===== config.mk =====
export PLATFORM = sky130hd
export DESIGN_NAME = bcd_event_counter_ctrl
export DESIGN_NICKNAME = d
export VERILOG_FILES = /design/src/rtl/bcd_event_counter_ctrl.sv
export SDC_FILE = /design/constraint.sdc
export NUM_CORES = 1
export LEC_CHECK = 0
export CAP_MARGIN = 20
export CORE_UTILIZATION = 34
export DETAILED_ROUTE_END_ITERATION = 8
export GPL_ROUTABILITY_DRIVEN = 0
export GPL_TIMING_DRIVEN = 0
export HOLD_SLACK_MARGIN = 0.06
export PLACE_DENSITY = 0.58
export SLEW_MARGIN = 20
export SYNTH_ARGS = -nofsm -noshare
export SYNTH_HDL_FRONTEND = slang
export SYNTH_SLANG_ARGS = --single-unit

===== constraint.sdc =====
create_clock -name clk -period 1.3 [get_ports clk]
set_clock_uncertainty 0.05 [all_clocks]
set_input_delay 0.39 -clock clk [delete_from_list [all_inputs] [get_ports clk]]
set_output_delay 0.39 -clock clk [all_outputs]
set_load 0.01 [all_outputs]

===== src/rtl/bcd_event_counter_ctrl.sv =====
// Three-digit BCD event counter with prescaler, wrap/saturate overflow policy,
// checked loads and a ready/valid snapshot port.

// 3-digit BCD incrementer: out = in + 1 (BCD) when en, ovf flags the 999 -> 000 rollover.
module bcd_inc3 (
    input  logic [11:0] in,
    input  logic        en,
    output logic [11:0] out,
    output logic        ovf
);
    logic carry_tens;
    logic carry_hund;

    function automatic logic [3:0] digit_inc(input logic [3:0] d, input logic c);
        if (!c) begin
            return d;
        end
        return (d == 4'd9) ? 4'd0 : d + 4'd1;
    endfunction

    assign carry_tens = en && (in[3:0] == 4'd9);
    assign carry_hund = carry_tens && (in[7:4] == 4'd9);
    assign ovf        = carry_hund && (in[11:8] == 4'd9);

    assign out = {digit_inc(in[11:8], carry_hund),
                  digit_inc(in[7:4], carry_tens),
                  digit_inc(in[3:0], en)};
endmodule

module bcd_event_counter_ctrl #(
    parameter bit          SATURATE = 1'b0,
    parameter int unsigned PRESCALE = 1
) (
    input  logic        clk,
    input  logic        reset_n,
    input  logic        start,
    input  logic        stop,
    input  logic        clr,
    input  logic        load,
    input  logic [11:0] load_val,
    input  logic        tick,
    input  logic        snap_req,
    input  logic        snap_ready,
    output logic [11:0] count,
    output logic        ovf,
    output logic        running,
    output logic        load_err,
    output logic        snap_valid,
    output logic [11:0] snap_data
);
    typedef enum logic [1:0] {StIdle, StRun, StSat} state_e;

    localparam logic [3:0] PscLast = 4'(PRESCALE - 1);

    state_e      state_q, state_d;
    logic [11:0] count_q, count_d;
    logic [3:0]  psc_q, psc_d;
    logic        ovf_q, ovf_d;
    logic        load_err_q, load_err_d;
    logic        snap_valid_q, snap_valid_d;
    logic [11:0] snap_data_q, snap_data_d;
    logic [1:0]  rst_sync_q;
    logic        rst_int_n;
    logic        inc_fire;
    logic        load_ok;
    logic [11:0] inc_out;
    logic        inc_ovf;

    // Assert asynchronously, release only after two clock edges.
    always_ff @(posedge clk or negedge reset_n) begin
        if (!reset_n) begin
            rst_sync_q <= 2'b00;
        end else begin
            rst_sync_q <= {rst_sync_q[0], 1'b1};
        end
    end
    assign rst_int_n = rst_sync_q[1];

    assign load_ok = (load_val[11:8] <= 4'd9) && (load_val[7:4] <= 4'd9)
                     && (load_val[3:0] <= 4'd9) && (state_q != StSat);

    assign inc_fire = !clr && !load && !stop && !start && tick
                      && (state_q == StRun) && (psc_q == PscLast);

    bcd_inc3 u_inc (
        .in  (count_q),
        .en  (inc_fire),
        .out (inc_out),
        .ovf (inc_ovf)
    );

    always_comb begin
        state_d    = state_q;
        count_d    = count_q;
        psc_d      = psc_q;
        ovf_d      = ovf_q;
        load_err_d = 1'b0;
        if (clr) begin
            state_d = StIdle;
            count_d = 12'h000;
            psc_d   = 4'd0;
            ovf_d   = 1'b0;
        end else if (load) begin
            if (load_ok) begin
                count_d = load_val;
                psc_d   = 4'd0;
            end else begin
                load_err_d = 1'b1;
            end
        end else if (stop) begin
            if (state_q == StRun) begin
                state_d = StIdle;
            end
        end else if (start) begin
            if (state_q == StIdle) begin
                state_d = StRun;
            end
        end else if (inc_fire) begin
            psc_d   = 4'd0;
            count_d = inc_out;
            if (inc_ovf) begin
                ovf_d = 1'b1;
                if (SATURATE) begin
                    count_d = count_q;
                    state_d = StSat;
                end
            end
        end else if (state_q == StRun && tick) begin
            psc_d = psc_q + 4'd1;
        end
    end

    // Snapshot path is deliberately independent of clr.
    always_comb begin
        snap_valid_d = snap_valid_q;
        snap_data_d  = snap_data_q;
        if (snap_valid_q && snap_ready) begin
            snap_valid_d = snap_req;
            if (snap_req) begin
                snap_data_d = count_q;
            end
        end else if (!snap_valid_q && snap_req) begin
            snap_valid_d = 1'b1;
            snap_data_d  = count_q;
        end
    end

    always_ff @(posedge clk or negedge rst_int_n) begin
        if (!rst_int_n) begin
            state_q      <= StIdle;
            count_q      <= 12'h000;
            psc_q        <= 4'd0;
            ovf_q        <= 1'b0;
            load_err_q   <= 1'b0;
            snap_valid_q <= 1'b0;
            snap_data_q  <= 12'h000;
        end else begin
            state_q      <= state_d;
            count_q      <= count_d;
            psc_q        <= psc_d;
            ovf_q        <= ovf_d;
            load_err_q   <= load_err_d;
            snap_valid_q <= snap_valid_d;
            snap_data_q  <= snap_data_d;
        end
    end

    assign count      = count_q;
    assign ovf        = ovf_q;
    assign running    = (state_q == StRun);
    assign load_err   = load_err_q;
    assign snap_valid = snap_valid_q;
    assign snap_data  = snap_data_q;
endmodule


=== After elaboration in Yosys (flattened, before gate mapping) ===
Cells that the tools add are included.

* Flip-flop bits (word level): 35
* Input bits: 21
* Output and inout bits: 28

* $add $sub $neg: 4
* $lt $le $gt $ge: 3
* Equal/unequal tests: 13
* Multiplexer cells: 38
* Reductions and logical operators: 38

{| class="wikitable"
|+ Operators by type and width
! cell !! number
|-
| $mux 12 || 9
|-
| $mux 4 || 12
|-
| $add 4x1->4 const B || 4
|-
| $logic_and 1x1->1 || 15
|-
| $reduce_and 5->1 || 3
|-
| $reduce_bool 3->1 || 5
|-
| $eq 4x4->1 const B || 3
|-
| $le 4x4->1 const B || 3
|-
| $mux 2 || 6
|-
| $reduce_and 4->1 || 3
|-
| $mux 1 || 11
|-
| $ne 3x1->1 const B || 3
|-
| $ne 2x2->1 const B || 3
|-
| $reduce_bool 2->1 || 3
|-
| $logic_not 1->1 || 5
|-
| $logic_not 4->1 || 1
|-
| $ne 2x1->1 const B || 2
|-
| $reduce_bool 4->1 || 1
|-
| $ne 3x2->1 const B || 1
|-
| $eq 2x1->1 const B || 1
|-
| $logic_not 2->1 || 1
|-
| $reduce_and 2->1 || 1
|}

=== Depth between registers and ports, before layout ===
Gate-level depths: netlist of run 1.

* Word-level depth: 16
* Depth in mapped cells: 7
* Gate-level depth less buffers: 6

=== Modules after synthesis ===
A second synthesis of run 1 with hierarchy kept.

* Cell total of the unflattened synthesis: 180
* Area, all modules: 1993.2 µm²

{| class="wikitable"
|+ By module, submodules not included
! module !! times used !! cells each !! area each (µm²) !! seq. area each (µm²)
|-
| bcd_event_counter_ctrl || 1 || 131 || 1649.1 || 850.8
|-
| bcd_inc3 || 1 || 49 || 344.1 || 0.0
|}

=== Worst setup path after synthesis of run 1 ===
No wires, ideal clock.

* Kind: input port to flip-flop
* Start point: input port load
* End point: register count_q[10], in the netlist count[10]
* Arrival time: 1.448 ns
* Required time: 1.125 ns
* Path slack: -0.322 ns
* Stages on the path: 5
* Buffers on the path: 1
* Path through: buf_2 -> nor2_1 -> nand2_1 -> nand3_2 -> mux2_2

* Cells in the longest elaborated chain, start to end: 11

{| class="wikitable"
|+ Ends and longest elaborated chain
! element !! RTL line !! source
|-
| start: declaration || 39 || <nowiki>input logic load,</nowiki>
|-
| $logic_not 1->1 || 82 || <nowiki>assign inc_fire = !clr && !load && !stop && !start && tick</nowiki>
|-
| $logic_and 1x1->1 (4 in series) || 82 ||
|-
| $logic_and 1x1->1 (2 in series) || 83 || <nowiki>&& (state_q == StRun) && (psc_q == PscLast);</nowiki>
|-
| $logic_and 1x1->1 || 21 || <nowiki>assign carry_tens = en && (in[3:0] == 4'd9);</nowiki>
|-
| $logic_and 1x1->1 || 22 || <nowiki>assign carry_hund = carry_tens && (in[7:4] == 4'd9);</nowiki>
|-
| $reduce_bool 3->1 (no line) || - ||
|-
| $reduce_and 5->1 (no line) || - ||
|-
| end signal: assignment || 159 || <nowiki>count_q <= count_d;</nowiki>
|-
| end: declaration || 56 || <nowiki>logic [11:0] count_q, count_d;</nowiki>
|}

Several ways; a longest one is shown, not always the timed one.
A chain may end at the register's enable or synchronous reset.

=== Final worst setup path of run 1 ===
* Start point: input port start
* End point: register count_q[7], in the netlist count[7]

* Cells in the longest elaborated chain, start to end: 8

{| class="wikitable"
|+ Ends and longest elaborated chain
! element !! RTL line !! source
|-
| start: declaration || 36 || <nowiki>input logic start,</nowiki>
|-
| $logic_not 1->1 || 82 ||
|-
| $logic_and 1x1->1 (2 in series) || 82 ||
|-
| $logic_and 1x1->1 (2 in series) || 83 ||
|-
| $logic_and 1x1->1 || 21 ||
|-
| $reduce_bool 3->1 (no line) || - ||
|-
| $reduce_and 5->1 (no line) (*) || - ||
|}

Every way passes the cells marked *; elsewhere a longest branch is shown, timed or not.

==> flow_summary_export.csv, run 1 <==
group,metric,value,unit
floorplan,die_w,74.6,um
min_path,hp-class,"input pin to asynchronous set/reset pin",
detailed_routing,wl_per_cell,14.5,um
global_routing,overflow,0,
clock_network,cts_hold_buffers,0,
floorplan,die_area,5560,um^2
logic_synthesis,synth_area,1790,um^2
logic_synthesis,syn_area_per_cell,10.0,um^2
global_routing,grt_max_degree,33,
clock_network,cts_tree,"yes",
detailed_routing,drc,0,
critical_path,max_stage_delay,0.36,ns
critical_path,end_kind,"register",
critical_path,path_max_fanout,9,
clock_network,clk_latency,0.29,ns
critical_path,start_kind,"input pin",
cells_and_area,fill_cells,465,
outcome,outcome,"finished with violations",
placement,hpwl,3070,um
clock_network,clkSinkCount,34,
detailed_routing,wl,4920,um
timing,fin_crit_sh,1.26,
cells_and_area,seq_area,860,um^2
detailed_routing,via_count,1670,
critical_path,cp_slowest_cell,"and4bb_2",
global_routing,grt_usage,0.191,
global_routing,grt_pass1_wl,7820,um
detailed_routing,first_pass_iters,5,
timing,worst_slack,-0.340,ns
detailed_routing,ant_nets,0,
power_and_ir_drop,power_density,1110,nW/um^2
timing,final_hold_viol_count,0,
global_routing,antenna_found_initial,0,
logic_synthesis,synth_ff_type,"dfrtp_1",
logic_synthesis,synthCells,179,
timing,worst_slew_pin_slew,0.699,ns
logic_synthesis,async_reset_ff_frac,1.00,
critical_path,crit_type,"input pin to register",
critical_path,crit_family,"compound AO/OA/AOI/OAI gates",
clock_network,clkTransAtPathRegs,0.07,ns
power_and_ir_drop,vdd_drop_max,0.648,mV
clock_network,htree_levels,2,
floorplan,core.rowCount,26,
timing,finalSetupViolCount,19,
clock_network,cts-root-buf,"clkbuf_8",
placement,pre_cts_ws,-0.989,ns
cells_and_area,fin_nets,292,
run,maxCapViolations,0,
cells_and_area,multiInputGateArea,1080,um^2
timing,hold_ws,0.207,ns
logic_synthesis,synth_seq_cells,34,
cells_and_area,syn_to_final_growth,57.7,%
clock_network,cts_buffer_depth,2,
outcome,violations,"setup timing",
cells_and_area,layout-drive-gt1-share,0.515,
logic_synthesis,syn_nets,202,
floorplan,die_h,74.6,um
global_routing,grt_pass1_vias,1579,
placement,port_buffers,47,
floorplan,start_util,0.353,
timing,relSlewSlack,0.534,
logic_synthesis,yosysWarnings,0,
critical_path,path_buf_inv,1,
floorplan,boundaryPins,49,
timing,fmax,610,MHz
floorplan,core,5070,um^2
critical_path,required,1.39,ns
cells_and_area,antennaDiodeCount,0,
timing,drv_slew,0,
timing,rsz0062_at_grt,"yes",
power_and_ir_drop,p_leak,1.31,nW
logic_synthesis,ys_seq_area_frac,0.475,
logic_synthesis,synth_edf_count,0,
detailed_routing,viasPerCell,4.91,
detailed_routing,drtIter0Drc,67,
critical_path,crit_chain,"clkdlybuf4s15_2 > and4bb_2 > nand4_4 > a21o_2 > o21ai_1 > o41ai_4",
timing,period_needed,1.64,ns
clock_network,cts_buffers,5,
logic_synthesis,synth.distinct_cells,48,
critical_path,arrival,1.73,ns
-- metal layers --
layer  share of wire  GRT usage  up-vias
met5               0          0        -
met4           0.013     0.0629        0
met3           0.032     0.0298        7
met2            0.51      0.327       34
met1            0.44      0.245      806
li1                -          -      823
-- synth_stat cells (all sizes together), types with 3 or more instances --
cell type	n	area share
a21oi	15	0.050
and2	3	0.013
buf	3	0.0077
clkbuf	3	0.0063
dfrtp	34	0.48
inv	7	0.015
mux2	13	0.082
nand2	16	0.035
nand2b	8	0.028
nand3	6	0.020
nor2	17	0.036
nor3	3	0.0084
o21ai	17	0.048
-- metrics by stage --
step                       util  std cells  TNS, ns  power, W  area [um^2]
after floorplan               -        179    -3.19   0.00174         1830
after global placement    0.470        296   -28.13   0.00216         2380
after detailed placement  0.470        296   -21.55   0.00216         2390
after CTS                 0.543        336    -3.30   0.00310         2760
after global routing      0.556        340    -5.16   0.00330         2820
final                     0.556        340    -3.82   0.00313         2820
-- power breakdown --
group / internal [W] / switching, W / total [W]
clock network: 0.000427 / 0.000385 / 0.000813
logic: 0.000538 / 0.000470 / 0.00101
registers: 0.00120 / 0.000109 / 0.00131
-- repair_timing --
item | 4_1_cts | 5_1_grt
cloned | 0 | 0
endpoints found under the hold margin | 0 | 0
setup buffers | 32 | 6
pin swaps | 17 | 13
setup endpoints to repair | 59 | 27
gates resized for setup | 173 | 26
-- worst paths after layout --
| kind | startpoint | slack [ns] | cells after the start | to |
|---|---|---|---|---|
| max in group asynchronous | rst_sync_q[1] | 0.43 | 0 | count[7] |
| max reg2reg | state_q[0] | -0.34 | 5 | count[7] |
| min reg2reg | rst_sync_q[1] | 0.26 | 0 | count[10] |
| min | reset_n | 0.21 | 1 | rst_sync_q[0] |
| min in group clk | stop | 0.24 | 2 | state_q[0] |
| max | start | -0.34 | 6 | count[7] |
-- sequential cells by signal, indices dropped and copies added, names as in the netlist --
register	cells
snap_valid	1
state_q	1
ovf	1
load_err	1
count	12
psc_q	4
rst_sync_q	2
snap_data	12
-- cells by family after synthesis --
| group | count (synthesis) | synth area share |
|---|---|---|
| AO/OA/AOI/OAI | 49 | 0.183 |
| XOR/XNOR | 3 | 0.0147 |
| adder cells (fa/ha/maj) | 2 | 0.0140 |
| buffers and inverters | 13 | 0.0287 |
| flip-flops | 34 | 0.475 |
| multiplexers | 14 | 0.0874 |
| other | 1 | 0.00209 |
| AND/OR/NAND/NOR | 63 | 0.195 |
-- layout make-up --
cell class	instances	area share
clock buffer	7	0.0306
clock inverter	1	0.00177
timing repair buffer	83	0.221
multi-input combinational	132	0.383
sequential	34	0.304
buffer	6	0.0177
tap	70	0.0310
inverter	7	0.0102
-- placed cells by master, fill, tap and decap left out, types with 7 or more instances in the layout --
master	n
buf_4	32
dfrtp_1	27
buf_2	23
nor2_1	14
nand2_1	13
buf_6	11
a21oi_1	10
mux2_2	10
o21ai_0	10
clkbuf_2	7
nand2b_1	7
clkbuf_8	7
dfrtp_2	7
dlygate4sd2_1	7
(Power assumes the default switching activity.)
==> run 2, diff against run 1 <==
--- a/config.mk
+++ b/config.mk
@@ -6,12 +6,13 @@
 export NUM_CORES = 1
 export LEC_CHECK = 0
 export CAP_MARGIN = 20
-export CORE_UTILIZATION = 34
+export CORE_UTILIZATION = 48
+export CTS_CLUSTER_SIZE = 20
 export DETAILED_ROUTE_END_ITERATION = 8
 export GPL_ROUTABILITY_DRIVEN = 0
 export GPL_TIMING_DRIVEN = 0
 export HOLD_SLACK_MARGIN = 0.06
-export PLACE_DENSITY = 0.58
+export PLACE_DENSITY = 0.78
 export SLEW_MARGIN = 20
 export SYNTH_ARGS = -nofsm -noshare
 export SYNTH_HDL_FRONTEND = slang
==> run 2 against run 1 <==
  * The flow still finishes with violations (setup timing)
  * Power rose by 2.5%
  * Setup slack improved by 0.0084 ns
  * Die area fell by 28%
  * Clock power fell by 0.5%
  * Sequential cell count did not move
  * Fmax rose by 0.52%
  * Sequential power barely moved
  * Final area fell by 0.13%
  * Critical path type is now register to register
  * Highest routed layer unchanged
==> flow_summary_export.csv, run 2 (same netlist as run 1, synthesis figures left out) <==
group,metric,value,unit
floorplan,die_area,3980,um^2
clock_network,cts_tree,"yes",
power_and_ir_drop,p_sw_frac,0.314,
global_routing,antenna_found_initial,0,
cells_and_area,fill_cells,193,
timing,finalSetupViolCount,23,
outcome,violations,"setup timing",
placement,port_buffers,47,
clock_network,cts_hold_buffers,0,
global_routing,overflow,0,
detailed_routing,viasPerCell,5.65,
timing,worst_slack,-0.332,ns
timing,period_needed,1.63,ns
floorplan,die_h,63.1,um
cells_and_area,final_common_cell,"buf_4",
timing,fmax,613,MHz
clock_network,cts_buffer_depth,2,
floorplan,core,3440,um^2
clock_network,clkSinkCount,34,
critical_path,arrival,1.72,ns
critical_path,crit_chain,"and4bb_2 > nand4_4 > a21o_2 > o21ai_0 > o31ai_1",
power_and_ir_drop,clockPowerShare,0.252,
timing,fin_crit_sh,1.26,
outcome,outcome,"finished with violations",
power_and_ir_drop,pwr-share-comb,0.338,
power_and_ir_drop,power_density,1140,nW/um^2
critical_path,crit_family,"compound AO/OA/AOI/OAI gates",
timing,drv_slew,0,
cells_and_area,antennaDiodeCount,0,
cells_and_area,syn_to_final_growth,57.5,%
critical_path,required,1.39,ns
cells_and_area,layout-drive-gt1-share,0.502,
timing,worst_slew_pin_slew,0.703,ns
detailed_routing,drtIter0Drc,99,
timing,rsz0062_at_grt,"yes",
min_path,hp-class,"input pin to asynchronous set/reset pin",
timing,hold_ws,0.205,ns
detailed_routing,via_count,1791,
detailed_routing,drc,0,
cells_and_area,layout.cells.non_filler,317,
power_and_ir_drop,seq_power_share,0.409,
detailed_routing,wl_per_cell,17.1,um
critical_path,path_buf_inv,0,
floorplan,start_util,0.520,
cells_and_area,final_area,2820,um^2
clock_network,cts-root-buf,"clkbuf_8",
detailed_routing,ant_nets,0,
floorplan,die_w,63.1,um
global_routing,grt_pass1_wl,8470,um
clock_network,cts_buffers,5,
detailed_routing,wl,5430,um
clock_network,clk_latency,0.29,ns
global_routing,grt_usage,0.283,
timing,relSlewSlack,0.531,
power_and_ir_drop,p_int,0.00220,W
global_routing,grt_pass1_vias,1799,
detailed_routing,first_pass_iters,4,
critical_path,path_max_fanout,9,
critical_path,start_kind,"register",
clock_network,clkTransAtPathRegs,0.07,ns
critical_path,crit_type,"register to register",
critical_path,cp_slowest_cell,"dfrtp_1",
floorplan,core.rowCount,21,
cells_and_area,fin_nets,293,
power_and_ir_drop,vdd_drop_max,0.723,mV
global_routing,grt_max_degree,33,
run,maxCapViolations,0,
critical_path,max_stage_delay,0.35,ns
floorplan,boundaryPins,49,
clock_network,htree_levels,2,
placement,placed_cell_area,2360,um^2
power_and_ir_drop,power_switching,0.00101,W
cells_and_area,layout_common_cells,"buf_4, dfrtp_1, buf_2",
placement,dp_cells,272,
power_and_ir_drop,p_leak,1.32,nW
placement,hpwl,3170,um
critical_path,end_kind,"register",
timing,final_hold_viol_count,0,
-- run 2: cell types whose count changed in the layout (fill, tap and decap cells not counted), moves of 2 or more --
cell | previous run | this run
clkbuf_2 | 7 | 2
o21ai_4 | 2 | 0
dlygate4sd2_1 | 7 | 9
clkdlybuf4s15_1 | 1 | 4
buf_6 | 11 | 9
-- run 2: worst reg2reg max path, stage by stage (launching register included) --
cell and delay [ns]:
dfrtp_1 0.35, and4bb_2 0.30, nand4_4 0.12, a21o_2 0.28, o21ai_0 0.26, o31ai_1 0.13
-- run 2: metrics by stage --
step	TNS, ns	total power [W]	worst slack (ns)	utilization
final	-4.34	0.00321	-0.332	0.819
after global routing	-5.56	0.00335	-0.404	0.819
after CTS	-3.38	0.00312	-0.297	0.795
after detailed placement	-20.59	0.00217	-0.920	0.684
after global placement	-22.94	0.00213	-0.921	0.684
after floorplan	-3.19	0.00174	-0.287	-
-- run 2: metal layers --
metal  vias up  share of wire  global-route usage  wire length (um)
li1        820              -                   -                 -
met1       869           0.39               0.330              2100
met2        85           0.52               0.493              2850
met3        17          0.059              0.0652               320
met4         0          0.029               0.119               159
met5         -              0                   0                 0
-- run 2: cell type report --
cell class                      count  area, um^2  share of cell area
Buffer                              6        57.6              0.0204
Clock buffer                        7        86.3              0.0306
Clock inverter                      1        5.00             0.00177
Inverter                            7        28.8              0.0102
Multi-Input combinational cell    132        1060               0.378
Sequential cell                    34         860               0.305
Tap cell                           46        57.6              0.0204
Timing Repair Buffer               84         661               0.234
-- run 2: path summary, 6_finish.rpt --
check	start	end	slack, ns	cells after the start
min in group clk	rst_sync_q[0]	rst_sync_q[1]	0.32	0
max in group asynchronous	rst_sync_q[1]	count[8]	0.43	0
worst max register to register	state_q[0]	count[6]	-0.33	5
worst min-delay path	reset_n	rst_sync_q[0]	0.20	1
worst min register to register	rst_sync_q[1]	count[10]	0.26	0
worst max-delay path	state_q[0]	count[6]	-0.33	5
-- run 2: power groups by stage --
stage                     Clock, W  Sequential, W  Combinational (W)
after floorplan                  0        0.00140           0.000342
after global placement           0        0.00136           0.000779
after detailed placement         0        0.00137           0.000801
after CTS                 0.000814        0.00131            0.00100
after global routing      0.000874        0.00133            0.00115
final                     0.000809        0.00131            0.00108
-- run 2: timing repair --
item / in CTS / in global routing
endpoints found under the setup margin: 59 / 25
cloned: 0 / 0
pin swaps: 17 / 13
setup buffers: 33 / 5
gates resized for setup: 173 / 17
